**config.mk**
```make
export PLATFORM = sky130hd
export DESIGN_NAME = axis_move_dispatcher
export DESIGN_NICKNAME = d
export VERILOG_FILES = /design/src/rtl/axis_move_dispatcher.sv
export SDC_FILE = /design/constraint.sdc
export NUM_CORES = 1
export LEC_CHECK = 0
export BUFFER_PORTS_ARGS = -buffer_cell sky130_fd_sc_hd__buf_2
export CORE_ASPECT_RATIO = 2
export CORE_MARGIN = 1
export CORE_UTILIZATION = 53
export DETAILED_ROUTE_END_ITERATION = 12
export PLACE_DENSITY_LB_ADDON = 0.3
export SLEW_MARGIN = 20
export SYNTH_ARGS = -nofsm -noshare
export SYNTH_HDL_FRONTEND = slang
export SYNTH_SLANG_ARGS = --single-unit
```
**constraint.sdc**
```tcl
create_clock -name i_Clk -period 2.7 [get_ports i_Clk]
set_input_delay 0.135 -clock i_Clk [delete_from_list [all_inputs] [get_ports i_Clk]]
set_output_delay 0.135 -clock i_Clk [all_outputs]
set_load 0.05 [all_outputs]
```
**src/rtl/axis_move_dispatcher.sv**
```systemverilog
`timescale 1ns/1ps
// Fans one coordinated XYZE move out to the four axis step generators and
// tracks per-axis completion, with move timeout and abort handling.
module axis_move_dispatcher #(
  parameter int unsigned       STEP_W     = 16,
  parameter int unsigned       TMO_W      = 24,
  parameter logic [TMO_W-1:0]  TMO_CYCLES = 24'd10_000_000
) (
  input  logic              i_Clk,
  input  logic              i_Reset,
  input  logic              i_CmdValid,
  output logic              o_CmdReady,
  input  logic [STEP_W-1:0] i_StepsX,
  input  logic [STEP_W-1:0] i_StepsY,
  input  logic [STEP_W-1:0] i_StepsZ,
  input  logic [STEP_W-1:0] i_StepsE,
  input  logic [3:0]        i_Dir,
  output logic [STEP_W-1:0] o_StepsX,
  output logic [STEP_W-1:0] o_StepsY,
  output logic [STEP_W-1:0] o_StepsZ,
  output logic [STEP_W-1:0] o_StepsE,
  output logic [3:0]        o_Dir,
  output logic [3:0]        o_Start,
  input  logic [3:0]        i_AxisDone,
  input  logic              i_Abort,
  output logic              o_AxisAbort,
  output logic              o_Busy,
  output logic              o_MoveDone,
  output logic              o_Fault,
  input  logic              i_ClearFault
);

  typedef enum logic [1:0] {
    ST_IDLE,
    ST_LAUNCH,
    ST_WAIT,
    ST_FAULT
  } state_t;

  localparam bit               TMO_EN   = (TMO_CYCLES != '0);
  localparam logic [TMO_W-1:0] TMO_LAST = TMO_CYCLES - 1'b1;

  state_t              state_q, state_d;
  logic [3:0]          pending_q, pending_d;
  logic [STEP_W-1:0]   steps_x_q, steps_x_d;
  logic [STEP_W-1:0]   steps_y_q, steps_y_d;
  logic [STEP_W-1:0]   steps_z_q, steps_z_d;
  logic [STEP_W-1:0]   steps_e_q, steps_e_d;
  logic [3:0]          dir_q, dir_d;
  logic [TMO_W-1:0]    tmo_cnt_q, tmo_cnt_d;
  logic                move_done_q, move_done_d;
  logic                axis_abort_q, axis_abort_d;
  logic                launch_done;

  always_comb begin
    state_d      = state_q;
    pending_d    = pending_q;
    steps_x_d    = steps_x_q;
    steps_y_d    = steps_y_q;
    steps_z_d    = steps_z_q;
    steps_e_d    = steps_e_q;
    dir_d        = dir_q;
    tmo_cnt_d    = tmo_cnt_q;
    move_done_d  = 1'b0;
    axis_abort_d = 1'b0;
    launch_done  = 1'b0;

    unique case (state_q)
      ST_IDLE: begin
        if (i_CmdValid) begin
          steps_x_d = i_StepsX;
          steps_y_d = i_StepsY;
          steps_z_d = i_StepsZ;
          steps_e_d = i_StepsE;
          dir_d     = i_Dir;
          pending_d = {i_StepsE != '0, i_StepsZ != '0,
                       i_StepsY != '0, i_StepsX != '0};
          state_d   = ST_LAUNCH;
        end
      end

      ST_LAUNCH: begin
        tmo_cnt_d = '0;
        pending_d = pending_q & ~i_AxisDone;
        if (i_Abort) begin
          pending_d    = '0;
          axis_abort_d = 1'b1;
          state_d      = ST_IDLE;
        end else if (pending_q == '0) begin
          // Empty move completes in the launch cycle itself.
          launch_done = 1'b1;
          state_d     = ST_IDLE;
        end else if (pending_d == '0) begin
          move_done_d = 1'b1;
          state_d     = ST_IDLE;
        end else begin
          state_d = ST_WAIT;
        end
      end

      ST_WAIT: begin
        tmo_cnt_d = tmo_cnt_q + 1'b1;
        pending_d = pending_q & ~i_AxisDone;
        // Priority: abort, then completion, then timeout expiry.
        if (i_Abort) begin
          pending_d    = '0;
          axis_abort_d = 1'b1;
          state_d      = ST_IDLE;
        end else if (pending_d == '0) begin
          move_done_d = 1'b1;
          state_d     = ST_IDLE;
        end else if (TMO_EN && (tmo_cnt_q == TMO_LAST)) begin
          pending_d    = '0;
          axis_abort_d = 1'b1;
          state_d      = ST_FAULT;
        end
      end

      ST_FAULT: begin
        if (i_ClearFault) begin
          state_d = ST_IDLE;
        end
      end

      default: begin
        state_d = ST_IDLE;
      end
    endcase
  end

  always_ff @(posedge i_Clk) begin
    if (i_Reset) begin
      state_q      <= ST_IDLE;
      pending_q    <= '0;
      steps_x_q    <= '0;
      steps_y_q    <= '0;
      steps_z_q    <= '0;
      steps_e_q    <= '0;
      dir_q        <= '0;
      tmo_cnt_q    <= '0;
      move_done_q  <= 1'b0;
      axis_abort_q <= 1'b0;
    end else begin
      state_q      <= state_d;
      pending_q    <= pending_d;
      steps_x_q    <= steps_x_d;
      steps_y_q    <= steps_y_d;
      steps_z_q    <= steps_z_d;
      steps_e_q    <= steps_e_d;
      dir_q        <= dir_d;
      tmo_cnt_q    <= tmo_cnt_d;
      move_done_q  <= move_done_d;
      axis_abort_q <= axis_abort_d;
    end
  end

  assign o_CmdReady  = (state_q == ST_IDLE);
  assign o_Busy      = (state_q == ST_LAUNCH) || (state_q == ST_WAIT);
  assign o_Fault     = (state_q == ST_FAULT);
  assign o_Start     = (state_q == ST_LAUNCH) ? pending_q : 4'b0000;
  assign o_MoveDone  = move_done_q | launch_done;
  assign o_AxisAbort = axis_abort_q;
  assign o_StepsX    = steps_x_q;
  assign o_StepsY    = steps_y_q;
  assign o_StepsZ    = steps_z_q;
  assign o_StepsE    = steps_e_q;
  assign o_Dir       = dir_q;

endmodule

```
==> results of run 1 <==
[worst max-delay path by stage]
stage,from,end,slack (ns),depth (start not counted)
final,state_q[1],tmo_cnt_q[10],0.47,7
after floorplan,state_q[0],tmo_cnt_q[14],0.50,7
after global placement,state_q[0],tmo_cnt_q[14],0.58,7
after detailed placement,state_q[0],tmo_cnt_q[14],0.49,7
after CTS,state_q[0],tmo_cnt_q[10],0.47,7
after global routing,state_q[0],tmo_cnt_q[12],0.27,7
[flip-flops by register name, indices dropped and copies added (netlist names)]
signal       count
tmo_cnt_q       24
o_StepsE        16
o_StepsZ        16
move_done_q      1
state_q          2
o_StepsY        16
o_AxisAbort      1
o_Dir            4
pending_q        4
o_StepsX        16
[cell usage after synthesis (2+ instances only)]
cell and number:
sky130_fd_sc_hd__a21oi_1 79, sky130_fd_sc_hd__a41o_1 4, sky130_fd_sc_hd__and2_1 5, sky130_fd_sc_hd__and2b_4 2, sky130_fd_sc_hd__and4_1 4, sky130_fd_sc_hd__buf_1 5, sky130_fd_sc_hd__clkbuf_1 21, sky130_fd_sc_hd__dfxtp_1 100
sky130_fd_sc_hd__ha_1 6, sky130_fd_sc_hd__inv_1 8, sky130_fd_sc_hd__nand2_1 153, sky130_fd_sc_hd__nand3_1 7, sky130_fd_sc_hd__nand4_1 8, sky130_fd_sc_hd__nor2_1 25, sky130_fd_sc_hd__nor2b_2 2, sky130_fd_sc_hd__nor2b_4 2
sky130_fd_sc_hd__nor3_1 7, sky130_fd_sc_hd__nor4_1 20, sky130_fd_sc_hd__o21ai_1 5, sky130_fd_sc_hd__or3_1 5, sky130_fd_sc_hd__xnor2_1 8, sky130_fd_sc_hd__xor2_1 10
[metrics by stage]
step | area (sq um) | std cells | utilization | hold WS, ns
finish | 5220 | 747 | 0.692 | 0.0114
detailed placement | 4910 | 732 | 0.651 | 0.362
floorplan | 4090 | 507 | - | 0.212
CTS | 5220 | 747 | 0.692 | 0.00636
global placement | 4910 | 732 | 0.651 | 0.348
global route | 5220 | 747 | 0.692 | 0.0260
[worst reg2reg max path: stages, from the launching register on]
cell and delay, ns:
sky130_fd_sc_hd__dfxtp_1 0.40, sky130_fd_sc_hd__inv_1 0.09, sky130_fd_sc_hd__ha_1 0.46, sky130_fd_sc_hd__nand4_1 0.25, sky130_fd_sc_hd__nor3b_1 0.50, sky130_fd_sc_hd__nand3_1 0.15
sky130_fd_sc_hd__xor2_1 0.18, sky130_fd_sc_hd__nor2_1 0.06
[layout make-up]
type,count,area [sq um]
Clock buffer,9,225
Clock inverter,6,90.1
Fill cell,611,2320
Inverter,8,30.0
Multi-Input combinational cell,373,1960
Sequential cell,100,2000
Tap cell,94,118
Timing Repair Buffer,157,796
[per-layer routing]
metal | wire length (um) | vias up
li1 | - | 2006
met1 | 3930 | 1897
met2 | 5630 | 134
met3 | 554 | 30
met4 | 384 | 0
met5 | 0 | -
[kinds of logic (layout without fill, tap and decap cells)]
family | count (synthesis) | count (layout) | synth area share
and+or+nand+nor | 251 | 251 | 0.289
adders and majority gates | 6 | 6 | 0.0184
DFF | 100 | 100 | 0.490
xor gates and xnor gates | 18 | 18 | 0.0386
muxes | 1 | 1 | 0.00245
buffers and inverters | 34 | 180 | 0.0312
AOI/OAI and AO/OA | 97 | 97 | 0.131
[report_power, final]
part	total [uW]	switching [uW]	internal, uW
Clock	1340	532	807
Sequential	1600	42.4	1560
Combinational	714	522	192
Total	3650	1100	2560
==> implementation parameters, run 1 <==
Parameter                              Value

Routing
  Routed wire length ... 10500 um
  Iteration-0 DRC count of the detailed router ... 385
  Post-route ant nets ... 0
  Router iterations before antenna repair ... 5
  Average via count per standard cell ... 5.44
  Average wire per cell in the routed design ... 14.1 um
  Vias ... 4067
  DRC violations left ... 0

Setup path
  Family of cells with the greatest summed delay on the critical path ... simple AND/OR/NAND/NOR gates
  Critical path cell sequence ... inv_1 > ha_1 > nand4_1 > nor3b_1 > nand3_1 > xor2_1 > nor2_1
  Highest-delay cell along the critical path ... sky130_fd_sc_hd__nor3b_1
  Crit Path Class ... flip-flop to flip-flop
  CP Data Required Time ... 2.89 ns
  Arrival time at the worst endpoint ... 2.42 ns
  Endpoint of the worst-slack reg-to-reg timing path ... tmo_cnt_q[10]
  Reg-to-Reg Start ... state_q[1]
  Crit path max fanout ... 6
  Crit path buffers/inverters ... 1
  Largest stage delay, worst path ... 0.50 ns
  Reg2Reg Setup Slack ... 0.47 ns
  Length in cells of the worst reg-to-reg path ... 7
  Worst setup SP type ... flip-flop
  Setup crit end kind ... flip-flop

Logic synthesis
  Post-Syn Nets ... 590
  Synthesis warning total ... 0
  Area of the mapped netlist ... 4090 sq um
  Average cell area after synthesis ... 8.06 sq um
  Top post-synthesis cells by area ... sky130_fd_sc_hd__dfxtp_1 49%, sky130_fd_sc_hd__nand2_1 14%, sky130_fd_sc_hd__a21oi_1 9.7%
  Fraction of registers with async set/reset ... 0
  Share of Yosys cell area claimed by the top area cell type ... 0.490
  Gate count after technology mapping ... 507
  Count of flip-flops with a built-in enable after synthesis ... 0
  Count of different cell masters after synthesis ... 43
  Top cell type by total area after synthesis ... sky130_fd_sc_hd__dfxtp_1
  Register bit total from synthesis ... 100
  Synth Flop Type ... sky130_fd_sc_hd__dfxtp_1
  Sequential fraction of the synthesis area ... 0.490

Placement
  Placer Congestion ... 0.856
  Pre-CTS setup slack ... 0.486 ns
  HPWL after detailed placement ... 7790 um
  Count of port buffers added during placement ... 153

Clock network
  Max Root-Sink Buffers ... 2
  Later-pin clock latency in the skew report ... 0.34 ns
  CTS hold repair buffers ... 0
  Clock tree from TritonCTS ... built
  H-tree level count ... 3
  Clock buffers created by TritonCTS ... 9
  Post-cts gate resize count ... 0
  TritonCTS Sinks ... 100
  CTS Root Cell ... sky130_fd_sc_hd__clkbuf_16
  Number of buffers inserted to repair setup after CTS ... 0
  Clock slew seen by the registers of the worst setup and hold paths ... 0.06 ns

Final layout
  Area Overhead vs Synth ... 27.8%
  Commonest non-fill, non-tap cell in the layout ... sky130_fd_sc_hd__buf_2
  Commonest non-fill, non-tap cells in the layout ... 153 x sky130_fd_sc_hd__buf_2, 152 x sky130_fd_sc_hd__nand2_1, 100 x sky130_fd_sc_hd__dfxtp_1, 79 x sky130_fd_sc_hd__a21oi_1, 25 x sky130_fd_sc_hd__nor2_1
  Number of inserted diodes ... 0
  Fraction of final layout cells with drive strength greater than 1 ... 0.283
  Nets ... 732

STA
  Final critical path time including I/O delays and setup ... 2.23 ns
  Fmax achieved ... 0.448 GHz
  Post-route setup slack ... 0.467 ns
  Hold Violations, Final ... 0
  Setup violations, final ... 0
  Clk_skew ... 0.00609 ns
  Tightest Pin Transition ... 0.743 ns
  Tcrit/Tclk final ... 0.827
  Worst slew slack as a fraction of its limit ... 0.504
  Setup repair after global routing missed its margin ... false
  Post-route setup TNS ... 0 ns
  Max Slew Vio Count ... 0

GRT
  Global routing met3 resource utilization ... 0.0489
  Maximum number of pins on one net before global-route repair ... 76
  Met1 GRT Util ... 0.306
  Initial antenna violation count ... 0
  Overall Global Routing Usage ... 0.265
  Layer with the highest usage after global routing ... met2
  Aggregate global routing overflow ... 0
  Met2 usage in global routing ... 0.461
  Via count of the first global-routing pass ... 3653
  Global-route wire length before repair ... 16800 um

Pwr
  Power density of the placed cells ... 699 nW/um^2
  Pleak ... 0.00232 uW
  Worst IR Drop VDD ... 405 uV
  Final total power ... 3650 uW

Min path
  Class of the most critical hold timing path ... primary input to flip-flop
  Capture endpoint of the worst hold path ... move_done_q
  Hold Path Origin ... i_Abort
  Depth of the worst hold-timing path ... 2

Floorplanning
  Area of the die ... 8090 sq um
  Die extent in y ... 126 um
  Initial standard-cell utilization of the core ... 0.542
  Core Footprint ... 7540 sq um
  Die width ... 64.1 um
  Rows ... 45
  Boundary Pins ... 154

Job
  Number of maximum-capacitance constraint violations ... 0

Status
  Status ... complete, no violations
Note: power is estimated with default switching activity, not from simulation.
==> inputs of run 2 (changes only) <==
Settings changed: CORE_UTILIZATION 53 to 44.
Clock period 2.7 ns to 1.9 ns, I/O delays scaled along.
==> run 2 against run 1 <==
Compared with the run above:
- clock power grew 39%
- sequential cell count is the same
- setup slack lost 0.39 ns
- wire length grew 8.4%
- maximum frequency grew 22%
- combinational power grew 57%
- non-clock buffer count grew 38
- cell count grew 6.3%
- hold slack lost 0.010 ns
- sequential power grew 42%
- sequential share of layout area shrank 2.9 points
- critical endpoint is now state_q[0]
==> implementation parameters, run 2 (same netlist as run 1, synthesis figures left out) <==
Parameter                              Value

Setup path
  Worst setup path startpoint ... pending_q[2]
  Endpoint of the worst-slack reg-to-reg timing path ... state_q[0]
  Crit Path Class ... flip-flop to flip-flop
  CP Data Required Time ... 2.19 ns (-0.70 ns)
  Critical path capture point ... state_q[0]
  Length in cells of the worst reg-to-reg path ... 5 (-2)
  Worst setup SP type ... flip-flop
  Setup crit end kind ... flip-flop
  Crit path max fanout ... 4 (-2)
  Arrival time at the worst endpoint ... 2.11 ns (-0.31 ns)
  Reg-to-Reg Start ... pending_q[2]
  Reg2Reg Setup Slack ... 0.07 ns (-0.39 ns)

Final layout
  Commonest non-fill, non-tap cells in the layout ... 153 x sky130_fd_sc_hd__buf_2, 152 x sky130_fd_sc_hd__nand2_1, 100 x sky130_fd_sc_hd__dfxtp_1, 79 x sky130_fd_sc_hd__a21oi_1, 30 x sky130_fd_sc_hd__dlygate4sd3_1
  Number of inserted diodes ... 0 (unchanged)
  Area occupied by multi-input gates ... 1990 sq um (+1.1%)
  # fillers ... 813 (+33%)
  Nets ... 770 (+5.2%)
  Area Overhead vs Synth ... 38.2%
  Register ranked first by flip-flop count ... tmo_cnt_q
  Max reg flops ... 24 (unchanged)
  Fraction of final layout cells with drive strength greater than 1 ... 0.283 (about the same)
  Commonest non-fill, non-tap cell in the layout ... sky130_fd_sc_hd__buf_2
  FF+latch area ... 2000 sq um (unchanged)

Pwr
  Pleak ... 0.00250 uW (+7.8%)
  Power density of the placed cells ... 928 nW/um^2 (+33%)
  Worst IR Drop VDD ... 484 uV (+20%)

Floorplanning
  Boundary Pins ... 154 (unchanged)
  Initial standard-cell utilization of the core ... 0.454 (-0.0883)
  Area of the die ... 9710 sq um (+20%)
  Die width ... 70.2 um (+9.4%)
  Core Footprint ... 9010 sq um (+19%)
  Die extent in y ... 138 um (+9.6%)
  Rows ... 49 (+8.9%)

Routing
  Vias ... 4224 (+3.9%)
  Average via count per standard cell ... 5.32 (-2.3%)
  Post-route ant nets ... 0 (unchanged)
  Routed wire length ... 11400 um (+8.4%)
  Average wire per cell in the routed design ... 14.3 um (+1.9%)
  Router iterations before antenna repair ... 4 (-1)
  DRC violations left ... 0 (unchanged)
  Iteration-0 DRC count of the detailed router ... 199 (-48%)

STA
  Hold Violations, Final ... 0 (unchanged)
  Post-route setup slack ... 0.0748 ns (-0.392 ns)
  Post-route setup TNS ... 0 ns (unchanged)
  Tightest Pin Transition ... 0.435 ns (-0.308 ns)
  Setup violations, final ... 0 (unchanged)
  Max Slew Vio Count ... 0 (unchanged)
  Clk_skew ... 0.00514 ns (-0.000944 ns)
  Minimum hold slack ... 0.00146 ns (-0.00996 ns)
  Final critical path time including I/O delays and setup ... 1.83 ns (-0.408 ns)
  Tcrit/Tclk final ... 0.961 (+0.134)
  Setup repair after global routing missed its margin ... false
  Worst slew slack as a fraction of its limit ... 0.707 (+0.203)
  Fmax achieved ... 0.548 GHz (+22%)

Clock network
  Clock tree from TritonCTS ... built
  TritonCTS Sinks ... 100 (unchanged)
  CTS Root Cell ... sky130_fd_sc_hd__clkbuf_16
  Later-pin clock latency in the skew report ... 0.34 ns (about the same)
  Clock slew seen by the registers of the worst setup and hold paths ... 0.07 ns (about the same)
  Max Root-Sink Buffers ... 2 (unchanged)
  Clock buffers created by TritonCTS ... 9 (unchanged)
  H-tree level count ... 3 (unchanged)

GRT
  Global-route wire length before repair ... 18600 um (+11%)
  Global routing met3 resource utilization ... 0.0481 (-0.000808)
  Met1 GRT Util ... 0.241 (-0.0654)
  Met2 usage in global routing ... 0.449 (-0.0117)
  Layer with the highest usage after global routing ... met2
  Initial antenna violation count ... 0 (unchanged)
  Overall Global Routing Usage ... 0.238 (-0.0267)
  Via count of the first global-routing pass ... 4119 (+13%)
  Aggregate global routing overflow ... 0 (unchanged)
  Maximum number of pins on one net before global-route repair ... 69 (-9.2%)

Status
  Status ... complete, no violations

Min path
  Hold Path Origin ... i_StepsX[3]
  Class of the most critical hold timing path ... primary input to flip-flop

Placement
  Pre-CTS setup slack ... 0.0940 ns (-0.392 ns)
  HPWL after detailed placement ... 8400 um (+7.8%)
  Count of port buffers added during placement ... 153 (unchanged)
  Placer Congestion ... 0.849 (-0.76%)

Job
  Number of maximum-capacitance constraint violations ... 0 (unchanged)
[run 2: cell count changes in the layout (fill, tap and decap cells not counted), sizes merged]
cell / previous run / this run
bufinv: 2 / 1
inv: 8 / 9
clkbuf: 9 / 12
dlygate4sd3: 0 / 30
clkinv: 3 / 2
clkinvlp: 1 / 0
buf: 157 / 165
[run 2: repair_timing]
item,4_1_cts,5_1_grt
endpoints found under the hold margin,30,0
gates resized for setup,0,1
hold buffers,30,0
endpoints found under the setup margin,0,1
setup buffers,0,0
[run 2: layout make-up]
type	count	area share
Clock buffer	12	0.0454
Clock inverter	4	0.00996
Inverter	8	0.00531
Multi-Input combinational cell	373	0.351
Sequential cell	100	0.354
Tap cell	102	0.0226
Timing Repair Buffer	195	0.211
[run 2: worst min-delay path by stage]
| stage | endpoint | slack, ns | depth (start not counted) |
|---|---|---|---|
| 2_1_floorplan | move_done_q | 0.17 | 1 |
| 3_3_place_gp | move_done_q | 0.32 | 2 |
| 3_5_place_dp | move_done_q | 0.32 | 2 |
| 4_1_cts | o_StepsZ[10] | 0.0002 | 3 |
| 5_1_grt | o_StepsZ[13] | 0.01 | 3 |
| 6_report | o_StepsX[3] | 0.001 | 3 |
[run 2: routing by layer]
metal / part of all wire / wire length [um] / vias to the layer above
li1: - / - / 2086
met1: 0.36 / 4150 / 1956
met2: 0.55 / 6240 / 150
met3: 0.054 / 615 / 32
met4: 0.033 / 373 / 0
met5: 0 / 0 / -
[run 2: worst max-delay path, cell delays in order (launching register included)]
cell and delay [ns]:
sky130_fd_sc_hd__dfxtp_1 0.33, sky130_fd_sc_hd__nor2b_4 0.13, sky130_fd_sc_hd__or4_4 0.56, sky130_fd_sc_hd__a311o_1 0.41, sky130_fd_sc_hd__o31ai_2 0.10, sky130_fd_sc_hd__o221a_1 0.24
[run 2: power breakdown]
group / total [uW] / internal, uW / switching [uW] / leakage [uW]
sequential: 2270 / 2210 / 56.4 / 0.000818
combinational: 1120 / 344 / 772 / 0.00153
clock: 1860 / 1100 / 761 / 0.000153
total: 5250 / 3660 / 1590 / 0.00250
[run 2: per-stage QoR]
stage               std cells   util  area, sq um  power [uW]
finish                    794  0.627         5650        5250
global route              794  0.627         5650        5470
CTS                       794  0.627         5650        5300
detailed placement        748  0.559         5030        3380
global placement          748  0.559         5030        3360
floorplan                 507      -         4110        3050
==> inputs of run 3 (changes only) <==
Settings changed: CORE_UTILIZATION 44 to 53.
Clock period 1.9 ns to 2.35 ns, I/O delays scaled along.
==> run 3 against run 2 <==
Compared with the run above:
- critical path depth increased by 2
- design area down 7.3%
- register-to-register slack improved by 0.29 ns
- setup slack improved by 0.29 ns
- critical endpoint is now tmo_cnt_q[21]
- critical path type unchanged
==> implementation parameters, run 3 (same netlist as run 1, synthesis figures left out) <==
Parameter                              Value

GRT
  Via count of the first global-routing pass ... 3822 (-7.2%)
  Global-route wire length before repair ... 17400 um (-6.8%)
  Initial antenna violation count ... 0 (unchanged)
  Layer with the highest usage after global routing ... met2
  Met1 GRT Util ... 0.299 (+0.0582)
  Met2 usage in global routing ... 0.499 (+0.0505)
  Maximum number of pins on one net before global-route repair ... 62 (-10%)
  Overall Global Routing Usage ... 0.276 (+0.0378)
  Global routing met3 resource utilization ... 0.0598 (+0.0117)
  Aggregate global routing overflow ... 0 (unchanged)

Final layout
  Area occupied by multi-input gates ... 1960 sq um (-1.1%)
  Area Overhead vs Synth ... 28.2%
  # fillers ... 604 (-26%)
  Commonest non-fill, non-tap cells in the layout ... 153 x sky130_fd_sc_hd__buf_2, 152 x sky130_fd_sc_hd__nand2_1, 100 x sky130_fd_sc_hd__dfxtp_1, 79 x sky130_fd_sc_hd__a21oi_1, 25 x sky130_fd_sc_hd__nor2_1
  Final instance area ... 5240 sq um (-7.3%)
  Commonest non-fill, non-tap cell in the layout ... sky130_fd_sc_hd__buf_2
  FF+latch area ... 2000 sq um (unchanged)
  Max reg flops ... 24 (unchanged)
  Fraction of final layout cells with drive strength greater than 1 ... 0.282 (-0.00122)
  Nets ... 735 (-4.5%)
  Register ranked first by flip-flop count ... tmo_cnt_q
  Number of inserted diodes ... 0 (unchanged)

Clock network
  Later-pin clock latency in the skew report ... 0.34 ns (about the same)
  Number of buffers inserted to repair setup after CTS ... 0 (unchanged)
  H-tree level count ... 3 (unchanged)
  CTS hold repair buffers ... 1 (-97%)
  Clock tree from TritonCTS ... built
  Clock slew seen by the registers of the worst setup and hold paths ... 0.06 ns (about the same)
  Post-cts gate resize count ... 0 (unchanged)
  TritonCTS Sinks ... 100 (unchanged)
  Max Root-Sink Buffers ... 2 (unchanged)
  Clock buffers created by TritonCTS ... 9 (unchanged)
  CTS Root Cell ... sky130_fd_sc_hd__clkbuf_16

STA
  Setup repair after global routing missed its margin ... false
  Tcrit/Tclk final ... 0.843 (-0.117)
  Fmax achieved ... 0.505 GHz (-7.9%)
  Final critical path time including I/O delays and setup ... 1.98 ns (+0.157 ns)
  Setup violations, final ... 0 (unchanged)
  Max Slew Vio Count ... 0 (unchanged)
  Worst slew slack as a fraction of its limit ... 0.646 (-0.0609)
  Tightest Pin Transition ... 0.528 ns (+0.0934 ns)
  Post-route setup TNS ... 0 ns (unchanged)
  Hold Violations, Final ... 0 (unchanged)
  Clk_skew ... 0.00383 ns (-0.00131 ns)

Floorplanning
  Area of the die ... 8090 sq um (-17%)
  Core Footprint ... 7540 sq um (-16%)
  Die extent in y ... 126 um (-8.8%)
  Die width ... 64.1 um (-8.6%)
  Boundary Pins ... 154 (unchanged)
  Rows ... 45 (-8.2%)
  Initial standard-cell utilization of the core ... 0.542 (+0.0883)

Routing
  Iteration-0 DRC count of the detailed router ... 355 (+78%)
  DRC violations left ... 0 (unchanged)
  Routed wire length ... 10900 um (-3.9%)
  Post-route ant nets ... 0 (unchanged)
  Average wire per cell in the routed design ... 14.6 um (+1.7%)
  Vias ... 4140 (-2.0%)
  Average via count per standard cell ... 5.52 (+3.8%)
  Router iterations before antenna repair ... 5 (+1)

Placement
  HPWL after detailed placement ... 8040 um (-4.3%)
  Placer Congestion ... 0.840 (-1.1%)
  Count of port buffers added during placement ... 153 (unchanged)
  Total cell area at the placement stage ... 4960 sq um (-1.4%)

Pwr
  Worst IR Drop VDD ... 520 uV (+7.4%)
  Pleak ... 0.00233 uW (-6.8%)
  Power density of the placed cells ... 769 nW/um^2 (-17%)

Min path
  Class of the most critical hold timing path ... primary input to flip-flop

Setup path
  Setup crit end kind ... flip-flop
  Worst setup SP type ... flip-flop
  CP Data Required Time ... 2.57 ns (+0.38 ns)
  Crit path max fanout ... 7 (+3)
  Arrival time at the worst endpoint ... 2.20 ns (+0.09 ns)
  Crit Path Class ... flip-flop to flip-flop

Status
  Status ... complete, no violations

Job
  Number of maximum-capacitance constraint violations ... 0 (unchanged)
-- run 3: where the power goes --
group          internal (uW)  switching, uW  leakage, uW  total [uW]
logic                    234            607      0.00138         841
registers               1790           50.8     0.000818        1840
clock network            767            582     0.000135        1350
-- run 3: final timing paths --
path | start | endpoint | slack [ns] | depth (start not counted)
worst max-delay path | state_q[0] | tmo_cnt_q[21] | 0.37 | 7
worst min-delay path | i_Dir[2] | o_Dir[2] | 0.01 | 3
worst max register to register | state_q[0] | tmo_cnt_q[21] | 0.37 | 7
worst min register to register | o_StepsE[14] | o_StepsE[14] | 0.45 | 2
-- run 3: per-layer routing --
layer  share of wire  vias up
met2            0.54      174
met1            0.37     1927
met4           0.031        0
li1                -     2012
met3           0.062       27
met5               0        -
-- run 3: layout make-up --
| cell class | count | share of cell area |
|---|---|---|
| clock inverters | 2 | 0.00191 |
| repair buffers | 160 | 0.164 |
| clock buffers | 13 | 0.0497 |
| multi-input cells | 373 | 0.375 |
| flip-flops and latches | 100 | 0.382 |
| inverters | 8 | 0.00573 |
| well taps | 94 | 0.0224 |
-- run 3: stage by stage --
stage	util	hold slack, ns	power [uW]	setup WS [ns]	std cells
5_1_grt	0.695	0.0181	4210	0.145	750
4_1_cts	0.695	0.00755	4060	0.364	750
3_5_place_dp	0.658	0.341	2710	0.362	734
3_3_place_gp	0.658	0.343	2700	0.439	734
2_1_floorplan	-	0.195	2460	0.146	507
6_report	0.695	0.0111	4030	0.368	750
-- run 3: worst max-delay path, stage by stage (launching register included) --
cell and delay [ns]:
sky130_fd_sc_hd__dfxtp_1 0.41, sky130_fd_sc_hd__inv_1 0.09, sky130_fd_sc_hd__ha_1 0.33, sky130_fd_sc_hd__and4_1 0.27, sky130_fd_sc_hd__nand3_1 0.24, sky130_fd_sc_hd__nor4_1 0.31
sky130_fd_sc_hd__xnor2_1 0.16, sky130_fd_sc_hd__nor2_1 0.05
